## src/rtl/spi_pkg.sv

```systemverilog
// Shared types and constants for the SPI mode-0 frame transmitter.
package spi_pkg;

  // Frame sequencer states.
  typedef enum logic [2:0] {
    IDLE  = 3'd0,
    SETUP = 3'd1,
    LOW   = 3'd2,
    HIGH  = 3'd3,
    GAP   = 3'd4,
    HOLD  = 3'd5
  } spi_state_t;

  // Mode 0: sclk rests low between edges and between frames.
  localparam logic SCLK_IDLE = 1'b0;

  // PmodJSTK-style frames are five bytes long.
  localparam int JSTK_BYTES = 5;

  // Largest of four timing values; sizes the shared tick counter.
  function automatic int max_of4(input int a, input int b, input int c, input int d);
    int m;
    m = a;
    if (b > m) m = b;
    if (c > m) m = c;
    if (d > m) m = d;
    return m;
  endfunction

endpackage

```

## src/rtl/spi_output_if.sv

```systemverilog
// Request/response and serial pins of the SPI frame transmitter.
// The master side issues frames and models the wire partner; the slave side is the transmitter.
interface spi_output_if #(
  parameter int NBITS = spi_pkg::JSTK_BYTES * 8
);
  logic             start;
  logic [NBITS-1:0] tx_bytes;
  logic             busy;
  logic             done;
  logic [NBITS-1:0] rx_bytes;
  logic             sclk;
  logic             mosi;
  logic             ss_n;
  logic             miso;

  modport master (
    output start, tx_bytes, miso,
    input  busy, done, rx_bytes, sclk, mosi, ss_n
  );

  modport slave (
    input  start, tx_bytes, miso,
    output busy, done, rx_bytes, sclk, mosi, ss_n
  );
endinterface

```

## src/rtl/spi_tick_counter.sv

```systemverilog
// Loadable down-counter; zero flags the last cycle of the current interval.
// Loading N-1 on entry to a state makes that state last exactly N cycles.
module spi_tick_counter #(
  parameter int WIDTH = 8
) (
  input  logic             clk,
  input  logic             rst,
  input  logic             load,
  input  logic [WIDTH-1:0] load_val,
  output logic             zero
);
  logic [WIDTH-1:0] count;

  // Reload on request, otherwise count down and park at zero.
  always_ff @(posedge clk) begin
    if (rst) begin
      count <= '0;
    end else if (load) begin
      count <= load_val;
    end else if (count != '0) begin
      count <= count - WIDTH'(1);
    end else begin
      count <= count;
    end
  end

  assign zero = (count == '0);
endmodule

```

## src/rtl/spi_output.sv

```systemverilog
// SPI mode-0 master: sends an NBITS word MSB first on mosi while capturing
// miso, with programmable slave-select setup, inter-byte gap and hold times.
module spi_output #(
  parameter int NBITS    = spi_pkg::JSTK_BYTES * 8,
  parameter int CLK_DIV  = 50,
  parameter int SS_SETUP = 1500,
  parameter int BYTE_GAP = 1000,
  parameter int SS_HOLD  = 100
) (
  input logic        clk,
  input logic        rst,
  spi_output_if.slave bus
);
  import spi_pkg::*;

  localparam int CW = $clog2(max_of4(CLK_DIV, SS_SETUP, BYTE_GAP, SS_HOLD)) + 1;
  localparam int BW = $clog2(NBITS + 1);

  spi_state_t       state_q, state_d;
  logic             sclk_q, sclk_d;
  logic             mosi_q, mosi_d;
  logic             ss_n_q, ss_n_d;
  logic             busy_q, busy_d;
  logic             done_q, done_d;
  logic [NBITS-1:0] tx_shift_q, tx_shift_d;
  logic [NBITS-1:0] rx_shift_q, rx_shift_d;
  logic [NBITS-1:0] rx_bytes_q, rx_bytes_d;
  logic [BW-1:0]    bit_cnt_q, bit_cnt_d;
  logic [BW-1:0]    bit_inc;
  logic             tick_load;
  logic [CW-1:0]    tick_val;
  logic             tick_zero;

  spi_tick_counter #(.WIDTH(CW)) u_tick (
    .clk      (clk),
    .rst      (rst),
    .load     (tick_load),
    .load_val (tick_val),
    .zero     (tick_zero)
  );

  assign bit_inc = bit_cnt_q + BW'(1);

  // Next-state and next-output logic; every interval ends when the tick counter reaches zero.
  always_comb begin
    state_d    = state_q;
    sclk_d     = sclk_q;
    mosi_d     = mosi_q;
    ss_n_d     = ss_n_q;
    busy_d     = busy_q;
    done_d     = 1'b0;
    tx_shift_d = tx_shift_q;
    rx_shift_d = rx_shift_q;
    rx_bytes_d = rx_bytes_q;
    bit_cnt_d  = bit_cnt_q;
    tick_load  = 1'b0;
    tick_val   = '0;
    case (state_q)
      IDLE: begin
        if (bus.start) begin
          state_d    = SETUP;
          tx_shift_d = bus.tx_bytes;
          rx_shift_d = '0;
          mosi_d     = bus.tx_bytes[NBITS-1];
          ss_n_d     = 1'b0;
          busy_d     = 1'b1;
          bit_cnt_d  = '0;
          tick_load  = 1'b1;
          tick_val   = CW'(SS_SETUP - 1);
        end else begin
          state_d = IDLE;
        end
      end
      SETUP: begin
        if (tick_zero) begin
          state_d   = LOW;
          sclk_d    = SCLK_IDLE;
          tick_load = 1'b1;
          tick_val  = CW'(CLK_DIV - 1);
        end else begin
          state_d = SETUP;
        end
      end
      LOW: begin
        if (tick_zero) begin
          // Rising sclk edge: capture miso alongside the far end sampling mosi.
          state_d    = HIGH;
          sclk_d     = ~SCLK_IDLE;
          rx_shift_d = {rx_shift_q[NBITS-2:0], bus.miso};
          tick_load  = 1'b1;
          tick_val   = CW'(CLK_DIV - 1);
        end else begin
          state_d = LOW;
        end
      end
      HIGH: begin
        if (tick_zero) begin
          // Falling sclk edge: present the next bit while sclk is low.
          sclk_d     = SCLK_IDLE;
          tx_shift_d = tx_shift_q << 1;
          mosi_d     = tx_shift_q[NBITS-2];
          bit_cnt_d  = bit_inc;
          tick_load  = 1'b1;
          if (bit_inc == BW'(NBITS)) begin
            state_d  = HOLD;
            tick_val = CW'(SS_HOLD - 1);
          end else if (bit_inc[2:0] == 3'd0) begin
            state_d  = GAP;
            tick_val = CW'(BYTE_GAP - 1);
          end else begin
            state_d  = LOW;
            tick_val = CW'(CLK_DIV - 1);
          end
        end else begin
          state_d = HIGH;
        end
      end
      GAP: begin
        if (tick_zero) begin
          state_d   = LOW;
          tick_load = 1'b1;
          tick_val  = CW'(CLK_DIV - 1);
        end else begin
          state_d = GAP;
        end
      end
      HOLD: begin
        if (tick_zero) begin
          state_d    = IDLE;
          ss_n_d     = 1'b1;
          busy_d     = 1'b0;
          done_d     = 1'b1;
          mosi_d     = 1'b0;
          rx_bytes_d = rx_shift_q;
        end else begin
          state_d = HOLD;
        end
      end
      default: begin
        state_d = IDLE;
      end
    endcase
  end

  // State and output registers; reset aborts any frame without a done pulse.
  always_ff @(posedge clk) begin
    if (rst) begin
      state_q    <= IDLE;
      sclk_q     <= SCLK_IDLE;
      mosi_q     <= 1'b0;
      ss_n_q     <= 1'b1;
      busy_q     <= 1'b0;
      done_q     <= 1'b0;
      tx_shift_q <= '0;
      rx_shift_q <= '0;
      rx_bytes_q <= '0;
      bit_cnt_q  <= '0;
    end else begin
      state_q    <= state_d;
      sclk_q     <= sclk_d;
      mosi_q     <= mosi_d;
      ss_n_q     <= ss_n_d;
      busy_q     <= busy_d;
      done_q     <= done_d;
      tx_shift_q <= tx_shift_d;
      rx_shift_q <= rx_shift_d;
      rx_bytes_q <= rx_bytes_d;
      bit_cnt_q  <= bit_cnt_d;
    end
  end

  assign bus.sclk     = sclk_q;
  assign bus.mosi     = mosi_q;
  assign bus.ss_n     = ss_n_q;
  assign bus.busy     = busy_q;
  assign bus.done     = done_q;
  assign bus.rx_bytes = rx_bytes_q;
endmodule
```

## src/flat_wrapper.sv

```systemverilog
// flat-port wrapper written by rule: the top's interface ports become plain ports
module spi_output_flat import spi_pkg::*;
#(
  parameter int NBITS    = spi_pkg::JSTK_BYTES * 8,
  parameter int CLK_DIV  = 50,
  parameter int SS_SETUP = 1500,
  parameter int BYTE_GAP = 1000,
  parameter int SS_HOLD  = 100
)
  (clk, rst, bus_start, bus_tx_bytes, bus_miso, bus_busy, bus_done, bus_rx_bytes, bus_sclk, bus_mosi, bus_ss_n);
  spi_output_if #(.NBITS(NBITS)) bus_i ();
  input logic clk;
  input logic rst;
  input wire logic [$bits(bus_i.start)-1:0] bus_start;
  input wire logic [$bits(bus_i.tx_bytes)-1:0] bus_tx_bytes;
  input wire logic [$bits(bus_i.miso)-1:0] bus_miso;
  output wire logic [$bits(bus_i.busy)-1:0] bus_busy;
  output wire logic [$bits(bus_i.done)-1:0] bus_done;
  output wire logic [$bits(bus_i.rx_bytes)-1:0] bus_rx_bytes;
  output wire logic [$bits(bus_i.sclk)-1:0] bus_sclk;
  output wire logic [$bits(bus_i.mosi)-1:0] bus_mosi;
  output wire logic [$bits(bus_i.ss_n)-1:0] bus_ss_n;
  assign bus_i.start = bus_start;
  assign bus_i.tx_bytes = bus_tx_bytes;
  assign bus_i.miso = bus_miso;
  assign bus_busy = bus_i.busy;
  assign bus_done = bus_i.done;
  assign bus_rx_bytes = bus_i.rx_bytes;
  assign bus_sclk = bus_i.sclk;
  assign bus_mosi = bus_i.mosi;
  assign bus_ss_n = bus_i.ss_n;
  spi_output #(.NBITS(NBITS), .CLK_DIV(CLK_DIV), .SS_SETUP(SS_SETUP), .BYTE_GAP(BYTE_GAP), .SS_HOLD(SS_HOLD)) u_core (.clk(clk), .rst(rst), .bus(bus_i));
endmodule
```

## config.mk

```make
export PLATFORM = sky130hd
export DESIGN_NAME = spi_output_flat
export DESIGN_NICKNAME = d
export VERILOG_FILES = /design/src/rtl/spi_pkg.sv /design/src/rtl/spi_output_if.sv /design/src/rtl/spi_tick_counter.sv /design/src/rtl/spi_output.sv /design/src/flat_wrapper.sv
export SDC_FILE = /design/constraint.sdc
export NUM_CORES = 1
export LEC_CHECK = 0
export BUFFER_PORTS_ARGS = -buffer_cell sky130_fd_sc_hd__buf_2
export CAP_MARGIN = 25
export CELL_PAD_IN_SITES_DETAIL_PLACEMENT = 2
export CELL_PAD_IN_SITES_GLOBAL_PLACEMENT = 2
export CORE_ASPECT_RATIO = 1.25
export CORE_MARGIN = 3
export CORE_UTILIZATION = 35
export CTS_BUF_LIST = sky130_fd_sc_hd__clkbuf_16
export DETAILED_ROUTE_END_ITERATION = 10
export HOLD_SLACK_MARGIN = 0.02
export PLACE_DENSITY_LB_ADDON = 0.1
export SLEW_MARGIN = 25
export SYNTH_ARGS = -nofsm -noshare
export SYNTH_HDL_FRONTEND = slang
export SYNTH_SLANG_ARGS = --single-unit
```

## constraint.sdc

```tcl
create_clock -name clk -period 4.65 [get_ports clk]
set_input_delay 0.465 -clock clk [delete_from_list [all_inputs] [get_ports clk]]
set_output_delay 0.465 -clock clk [all_outputs]
set_load 0.03 [all_outputs]
```

-- After elaboration in Yosys (flattened, before gate mapping)
Index checks and enable logic that the tools add are counted.
- magnitude comparators: 0
- shift operators: 0
- reductions and logical operators: 20
- div/mod/pow operators: 0
- bitwise gates (word level): 1
- multipliers: 0
- eq/ne operators: 11
- multiplexer cells: 39
- $add $sub $neg: 2
- operators with widths (kind ; number):
    40-bit two-way mux ; 2
    40-bit one-hot mux with 2 select lines ; 1
    39-bit two-way mux ; 2
    39-bit one-hot mux with 2 select lines ; 1
    12-bit two-way mux ; 4
    12-bit one-hot mux with 3 select lines ; 1
    6-bit two-way mux ; 3
    3-bit one-hot mux with 6 select lines ; 1
    3-bit two-way mux ; 5
    12-bit zero test ; 1
    6-bit one-hot mux with 2 select lines ; 1
    3-bit AND reduction ; 4
    12-bit nonzero test ; 1
    12-bit by 1-bit subtractor with 12-bit output (second input constant) ; 1
    11-bit two-way mux ; 1
    1-bit two-way mux ; 10
    10-bit two-way mux ; 1
    2-bit nonzero test ; 5
    2-bit by 1-bit inequality test with 1-bit output (second input constant) ; 4
    1-bit one-hot mux with 2 select lines ; 4
    6-bit by 1-bit adder with 6-bit output (second input constant) ; 1
    3-bit by 2-bit equality test with 1-bit output (second input constant) ; 2
    3-bit equality test (second input constant) ; 2
    6-bit equality test (second input constant) ; 1
    12 further kinds ; 14
- output and inout port bits: 45
- memories kept: 0
- memory bits (read-only): 0
- RAM bits: 0
- bits in latches: 0
- input port bits: 44
- bits in registers: 145
- logic and storage cells: 84

-- Depth between registers and ports, before layout
Gate-level depths: netlist of run 1.
- depth after elaboration: 7
- depth in mapped cells: 9
- mapped depth without buffers: 7

-- Modules after synthesis
Synthesis of run 1 repeated with hierarchy kept, for this count alone.
- cells, all modules: 785
- area, all modules: 6187.2 sq um
- modules (own cells, without submodules) (module ; cells each ; instances ; area an instance (sq um) ; sequential area each (sq um)):
    spi_output ; 692 ; 1 ; 5457.7 ; 2662.6
    spi_tick_counter ; 93 ; 1 ; 729.4 ; 240.2

-- Least setup slack after synthesis of run 1
OpenSTA, ideal clock, no wires.
- path type: register to register
- start point: register u_core.u_tick.count[0]
- end point: register u_core.mosi_q (netlist: u_core.bus.mosi)
- buffers on the path: 0
- arrival time: 1.983 ns
- required time: 4.519 ns
- setup slack: 2.536 ns
- stages on the path, launching flop included: 8
- clock period less this slack: 2.114 ns
- setup time: 0.131 ns
- path through: dfxtp_1 > inv_1 > ha_1 > or4b_4 > nor3_4 > a21oi_1 > a221oi_1 > nor3_1
- word-level cells in the longest chain between the ends: 3
- elaborated cells on any way between the ends: 4
- classes of those cells: eq/ne: 2; reduce/logical: 2
- RTL lines (item ; line ; text):
    start, declared ; spi_tick_counter.sv:12 ; logic [WIDTH-1:0] count;
    start signal, assigned ; spi_tick_counter.sv:19 ; count <= load_val;
    start signal, assigned ; spi_tick_counter.sv:21 ; count <= count - WIDTH'(1);
    start signal, assigned ; spi_tick_counter.sv:23 ; count <= count;
    12-bit zero test (*) ; spi_tick_counter.sv:27 ; assign zero = (count == '0);
    2-bit by 1-bit inequality test with 1-bit output (no line) ; - ;
    4-bit AND reduction (no line) (*) ; - ;
    end signal, assigned ; spi_output.sv:161 ; mosi_q <= mosi_d;
    end, declared ; spi_output.sv:21 ; logic mosi_q, mosi_d;
Mark *: on every way between the ends. The rest lies on a longest branch, timed or not.
A chain may end at the register's enable or synchronous reset.

-- Worst setup path after layout of run 1
- start point: register u_core.state_q[1]
- end point: register u_core.tx_shift_q[21]
- word-level cells in the longest chain between the ends: 3
- elaborated cells on any way between the ends: 7
- classes of those cells: eq/ne: 3; mux: 1; reduce/logical: 3
- RTL lines (item ; line ; text):
    start, declared ; spi_output.sv:19 ; spi_state_t state_q, state_d;
    start signal, assigned ; spi_output.sv:159 ; state_q <= state_d;
    3-bit by 2-bit equality test with 1-bit output / 3-bit zero test (equally long branches) ; spi_output.sv:58 ; case (state_q)
    2-bit by 1-bit inequality test with 1-bit output (no line) (tied with other cells) ; - ;
    3-bit AND reduction (no line) ; - ;
    end signal, assigned ; spi_output.sv:165 ; tx_shift_q <= tx_shift_d;
    end, declared ; spi_output.sv:25 ; logic [NBITS-1:0] tx_shift_q, tx_shift_d;
Several ways; a longest one is shown, not always the timed one.

==> out/results.tsv, run 1 <==
metric	value	unit
yosys_warnings	0	
worst_pin_slew	0.915	ns
grt-ovfl-total	0	
io_buffers	88	
cts_hold_buf	0	
synth-async-reset-ratio	0	%
rsz0062_at_grt	no	
nNetsFinal	860	
slew_headroom	39.0	%
clkSinkCount	145	
place_congestion	0.807	
post-route-util	43.2	%
stdcell_count	1041	
path_cells	and3b_1, buf_4, nand4_1, nand2_4, buf_4, nor2_1, a311oi_1	
clockRootBuffer	clkbuf_16	
yosysMostFrequentCell	nand2_1	
top_usage_layer	met2	
cp_data_required_time	4.96	ns
setup_viol	0	
max_stage_delay	0.69	ns
worstSetupPathType	flip-flop to flip-flop	
grt_first_pass_wirelength	29.6	mm
clock_path_buffers	2	
synth_seq_area_share	48.5	%
start_util	36.3	%
via_per_inst	5.41	
wire_per_inst	17.2	µm
post_cts_buffers	0	
syn-cell-area	5980	µm²
gr-usage-met3	3.86	%
synth_fa_ha_area_share	0.627	%
yosysUniqueCellTypes	53	
synthesis.nets	807	
syn_inst	760	
p_leak	2.65	nW
antenna_cells	0	
hp-start	bus_tx_bytes[0]	
synthMuxAreaShare	0.335	%
synth_edf_count	0	
r2r_slack	1.53	ns
max_cap_violations	0	
holdPathStages	3	
cts_buffers	17	
p_per_area	436	nW/µm²
first_iter_violations	348	
r2r_start	u_core.state_q[1]	
post-route-period-util	67.2	%
synth_ff_type	dfxtp_1	
arrival	3.43	ns
slew_violations	0	
synth.top_cell.area_share	48.5	%
yosysTopAreaCell	dfxtp_1	
hold_slack	0.311	ns
rows	52	
drc	0	
end_kind	flip-flop	
cts_resized	0	
ant_nets	0	
register_area	2900	µm²
dpl.hpwl	11.5	mm
area_growth	18.8	%
ys_top_cells_by_area	dfxtp_1 (49%), nand2_1 (14%), a21oi_1 (8.5%)	
ir_worst_vdd	0.267	mV
drive_above_1_share	16.4	%
use_met2	36.1	%
cp_slowest_cell	dfxtp_1	
num_io_pins	89	
dp_worst_setup_slack	1.21	ns
core_area	16500	µm²
die_area	18700	µm²
fp.dieW	123	µm
status	finished, final reports clean	
setup-tns-final	0	ns
path_clk_slew	0.06	ns
max_freq	320	MHz
dp_cells	1009	
nFillCells	1872	
finClkSkew	0.00843	ns
wl	17.9	mm
multi_input_area	2820	µm²
synthSimpleGateAreaFrac	25.7	%
r2r-end	u_core.tx_shift_q[21]	
ys_ff_latch	145	
cp_common_cell	buf_4	
fin_ws	1.53	ns
cts_tree	built	
clk_latency	0.41	ns
r2r_cells	7	
holdCritPathClass	input port to flip-flop	
grt_use_met1	21.9	%
drtPass1Iterations	5	
start_kind	flip-flop	
dieHeight	152	µm
vias	5630	
first_global_vias	5997	
period_needed	3.12	ns
syn_area_per_cell	7.87	µm²
synth_commonest_cells	nand2_1 (219), dfxtp_1 (145), a21oi_1 (101), nor2_1 (51), clkbuf_1 (48)	
synth_compound_area_share	19.2	%
finalHoldViolations	0	
grt_max_degree	84	
hold_end	u_core.tx_shift_q[0]	
antenna_found_initial	0	
h-tree-depth	4	
synth_xor_area_share	0.732	%
grt_use_total	19.4	%
synth_top_family_by_area	simple AND/OR/NAND/NOR gates	
cp_max_fo	63	
-- per-stage QoR --
step	power (mW)	instance area (µm²)
after floorplan	1.65	5980
after global placement	1.74	6500
after detailed placement	1.77	6500
after CTS	3.13	7080
after global routing	3.24	7110
final	3.10	7110
-- per-layer routing --
layer  up-vias  part of all wire, %
met2        81                   54
met5         -                    0
met1      2793                   42
met3        15                  2.5
met4         0                  1.4
li1       2741                    -
-- cells in the final DEF, fill, tap and decap left out, types with 2 or more instances in the layout --
cell,count
xnor2_1,4
or3_1,5
ha_1,3
inv_1,8
and2_1,3
bufinv_16,3
nand2_1,218
mux2i_1,2
nand3_1,45
clkinv_1,2
nor2b_1,3
buf_2,87
dfxtp_1,145
buf_4,8
nor4_1,4
a311oi_1,39
a21oi_1,100
clkinvlp_4,3
nand4_1,2
o311ai_0,3
or4_1,3
clkbuf_16,17
nor3_1,8
a21boi_0,2
clkinv_2,2
o21ai_0,14
a31oi_1,6
a211oi_1,2
nor2_1,51
-- state kept, by name (all words and copies together) (netlist names) --
signal               flops
u_core.bus.mosi          1
u_core.u_tick.count     12
u_core.state_q           3
u_core.bus.done          1
u_core.tx_shift_q       39
u_core.bus.busy          1
u_core.bus.rx_bytes     40
u_core.bus.ss_n          1
u_core.bit_cnt_q         6
u_core.rx_shift_q       40
u_core.bus.sclk          1
-- how the worst max path moves through the flow --
| stage | start | to | slack (ns) | cells after the start |
|---|---|---|---|---|
| after CTS | u_core.state_q[1] | u_core.tx_shift_q[21] | 1.19 | 7 |
| after floorplan | u_core.u_tick.count[0] | u_core.bus.mosi | 2.54 | 7 |
| after global placement | u_core.state_q[1] | u_core.tx_shift_q[19] | 1.56 | 7 |
| final | u_core.state_q[1] | u_core.tx_shift_q[21] | 1.53 | 7 |
| after global routing | u_core.state_q[1] | u_core.tx_shift_q[21] | 1.24 | 7 |
| after detailed placement | u_core.state_q[1] | u_core.tx_shift_q[21] | 1.21 | 7 |
-- worst max-delay path, delay by kind of cell, from the launching register on --
kind / cells / cell delay (ns)
AOI/OAI and AO/OA: 1 / 0.27
buffers and inverters: 2 / 0.64
and+or+nand+nor: 4 / 1.38
DFF: 1 / 0.69
-- kinds of logic (layout without fill, tap and decap cells) --
kind of cell               Yosys count  after routing
adders and majority gates            3              3
DFF                                145            145
buffers and inverters               67            132
muxes                                2              2
AOI/OAI and AO/OA                  182            182
xor gates and xnor gates             5              5
and+or+nand+nor                    356            356
-- cell type report --
cell class / count / share of cell area [%]
clock buffer: 17 / 5.98
multi-input combinational: 548 / 39.6
inverter: 5 / 0.264
clock inverter: 14 / 2.11
sequential: 145 / 40.8
timing repair buffer: 96 / 7.36
tap: 216 / 3.80
-- power breakdown --
part / internal [mW] / leakage, nW / switching, mW
combinational: 0.135 / 1.18 / 0.245
sequential: 1.31 / 1.18 / 0.0615
clock: 0.830 / 0.284 / 0.519
total: 2.27 / 2.65 / 0.825
Note: power is estimated with default switching activity, not from simulation.
==> run 2: changes to the inputs <==
--- a/config.mk
+++ b/config.mk
@@ -11,7 +11,7 @@
 export CELL_PAD_IN_SITES_GLOBAL_PLACEMENT = 2
 export CORE_ASPECT_RATIO = 1.25
 export CORE_MARGIN = 3
-export CORE_UTILIZATION = 35
+export CORE_UTILIZATION = 30
 export CTS_BUF_LIST = sky130_fd_sc_hd__clkbuf_16
 export DETAILED_ROUTE_END_ITERATION = 10
 export HOLD_SLACK_MARGIN = 0.02
==> constraint.sdc (replaced) <==
create_clock -name clk -period 2.6 [get_ports clk]
set_input_delay 0.26 -clock clk [delete_from_list [all_inputs] [get_ports clk]]
set_output_delay 0.26 -clock clk [all_outputs]
set_load 0.03 [all_outputs]
==> run 2 against run 1 <==
Compared with the run above: register-to-register slack worse by 1.3 ns; final cell count up 5.9%; global-route usage down 2.1 points; clock-buffer cell count unchanged; wire length up 4.3%; clock skew up 0.00084 ns; core utilization down 5.6 points.
==> out/results.tsv, run 2 (same netlist as run 1, synthesis figures left out) <==
metric	value	unit
status	finished, final reports clean	
finClkSkew	0.00928	ns
start_kind	flip-flop	
dp_cells	1070	
rows	57	
max_cap_violations	0	
cts_tree	built	
dpl.hpwl	12.1	mm
die_area	21700	µm²
fp.dieW	132	µm
h-tree-depth	4	
max_stage_delay	0.52	ns
antenna_found_initial	1	
worst_pin_slew	0.901	ns
ant_nets	0	
via_per_inst	5.13	
holdCritPathClass	input port to flip-flop	
grt-ovfl-total	0	
wl	18.6	mm
clock_path_buffers	2	
worstSetupPathType	flip-flop to flip-flop	
period_needed	2.42	ns
grt_max_degree	79	
cp_max_fo	41	
first_global_vias	6110	
slew_violations	0	
max_freq	414	MHz
path_cells	inv_1, ha_2, or4b_4, nor3_4, a21o_4, nand3_1, a21oi_1	
stdcell_count	1102	
clockRootBuffer	clkbuf_16	
vias	5649	
cts_hold_buf	0	
nNetsFinal	871	
p_leak	2.75	nW
slew_headroom	39.9	%
cts_buffers	17	
post-route-period-util	92.9	%
multi_input_area	2820	µm²
core_area	19500	µm²
end_kind	flip-flop	
wire_per_inst	16.9	µm
drtPass1Iterations	4	
arrival	2.75	ns
hold_slack	0.103	ns
drive_above_1_share	17.7	%
grt_use_total	17.3	%
register_area	2900	µm²
num_io_pins	89	
p_per_area	792	nW/µm²
cp_slowest_cell	or4b_4	
antenna_cells	0	
dieHeight	164	µm
cp_data_required_time	2.94	ns
first_iter_violations	329	
place_congestion	0.787	
grt_first_pass_wirelength	30.8	mm
nFillCells	2289	
clk_latency	0.42	ns
path_clk_slew	0.06	ns
start_util	30.6	%
clkSinkCount	145	
drc	0	
finalHoldViolations	0	
final_cell_mix	nand2_1 (218), dfxtp_1 (145), a21oi_1 (100), buf_2 (87), nor2_1 (51)	
setup_viol	0	
io_buffers	88	
area_growth	22.9	%
ir_worst_vdd	0.398	mV
final_common_cell	nand2_1	
run 2: cell types whose count changed in the layout (fill, tap and decap cells not counted), moves of 2 or more:
cell and delta:
bufinv_16 +2, buf_4 +7, clkinvlp_4 -2, buf_12 +5
run 2: routing by layer:
layer	share of wire, %	track usage [%]	vias up
met5	0.070	0	-
met4	1.5	5.10	2
met3	2.9	3.77	19
met2	53	32.1	75
met1	43	20.0	2796
li1	-	-	2757
run 2: final cells by class:
class	instances	share of cell area (%)
multi-input cells	548	38.4
well taps	265	4.51
inverters	5	0.255
clock inverters	15	2.72
repair buffers	107	8.82
clock buffers	17	5.79
flip-flops and latches	145	39.5
run 2: timing repair:
action,CTS,global route
setup buffers,0,0
endpoints found under the hold margin,0,0
resized for setup,0,2
endpoints found under the setup margin,0,6
run 2: worst paths after layout:
path	startpoint	to	slack (ns)	cells after the start
hold reg to reg	u_core.bus.rx_bytes[33]	u_core.bus.rx_bytes[33]	0.45	2
setup / recovery	u_core.u_tick.count[1]	u_core.rx_shift_q[13]	0.18	7
setup reg to reg	u_core.u_tick.count[1]	u_core.rx_shift_q[13]	0.18	7
hold / removal	bus_tx_bytes[31]	u_core.tx_shift_q[31]	0.10	3
run 2: report_power, final:
group	switching [mW]	internal [mW]	total, mW	leakage [nW]
Sequential	0.110	2.34	2.45	1.18
Clock	0.966	1.68	2.65	0.319
Combinational	0.452	0.272	0.724	1.25
Total	1.53	4.29	5.82	2.75
run 2: critical path: cells and delay by family (launching register included):
| kind | cells | cell delay [ns] |
|---|---|---|
| AOI/OAI and AO/OA | 2 | 0.63 |
| adders and majority gates | 1 | 0.24 |
| buffers and inverters | 1 | 0.12 |
| DFF | 1 | 0.32 |
| and+or+nand+nor | 3 | 1.00 |
run 2: stage by stage:
step	setup WS [ns]	TNS, ns	area, µm²	util (%)	total power [mW]
2_1_floorplan	0.486	0	5980	-	2.96
3_3_place_gp	0.307	0	6710	34.4	3.17
3_5_place_dp	0.242	0	6710	34.4	3.20
4_1_cts	0.172	0	7340	37.6	5.87
5_1_grt	-0.0308	-0.0770	7350	37.6	6.10
6_report	0.185	0	7350	37.6	5.82
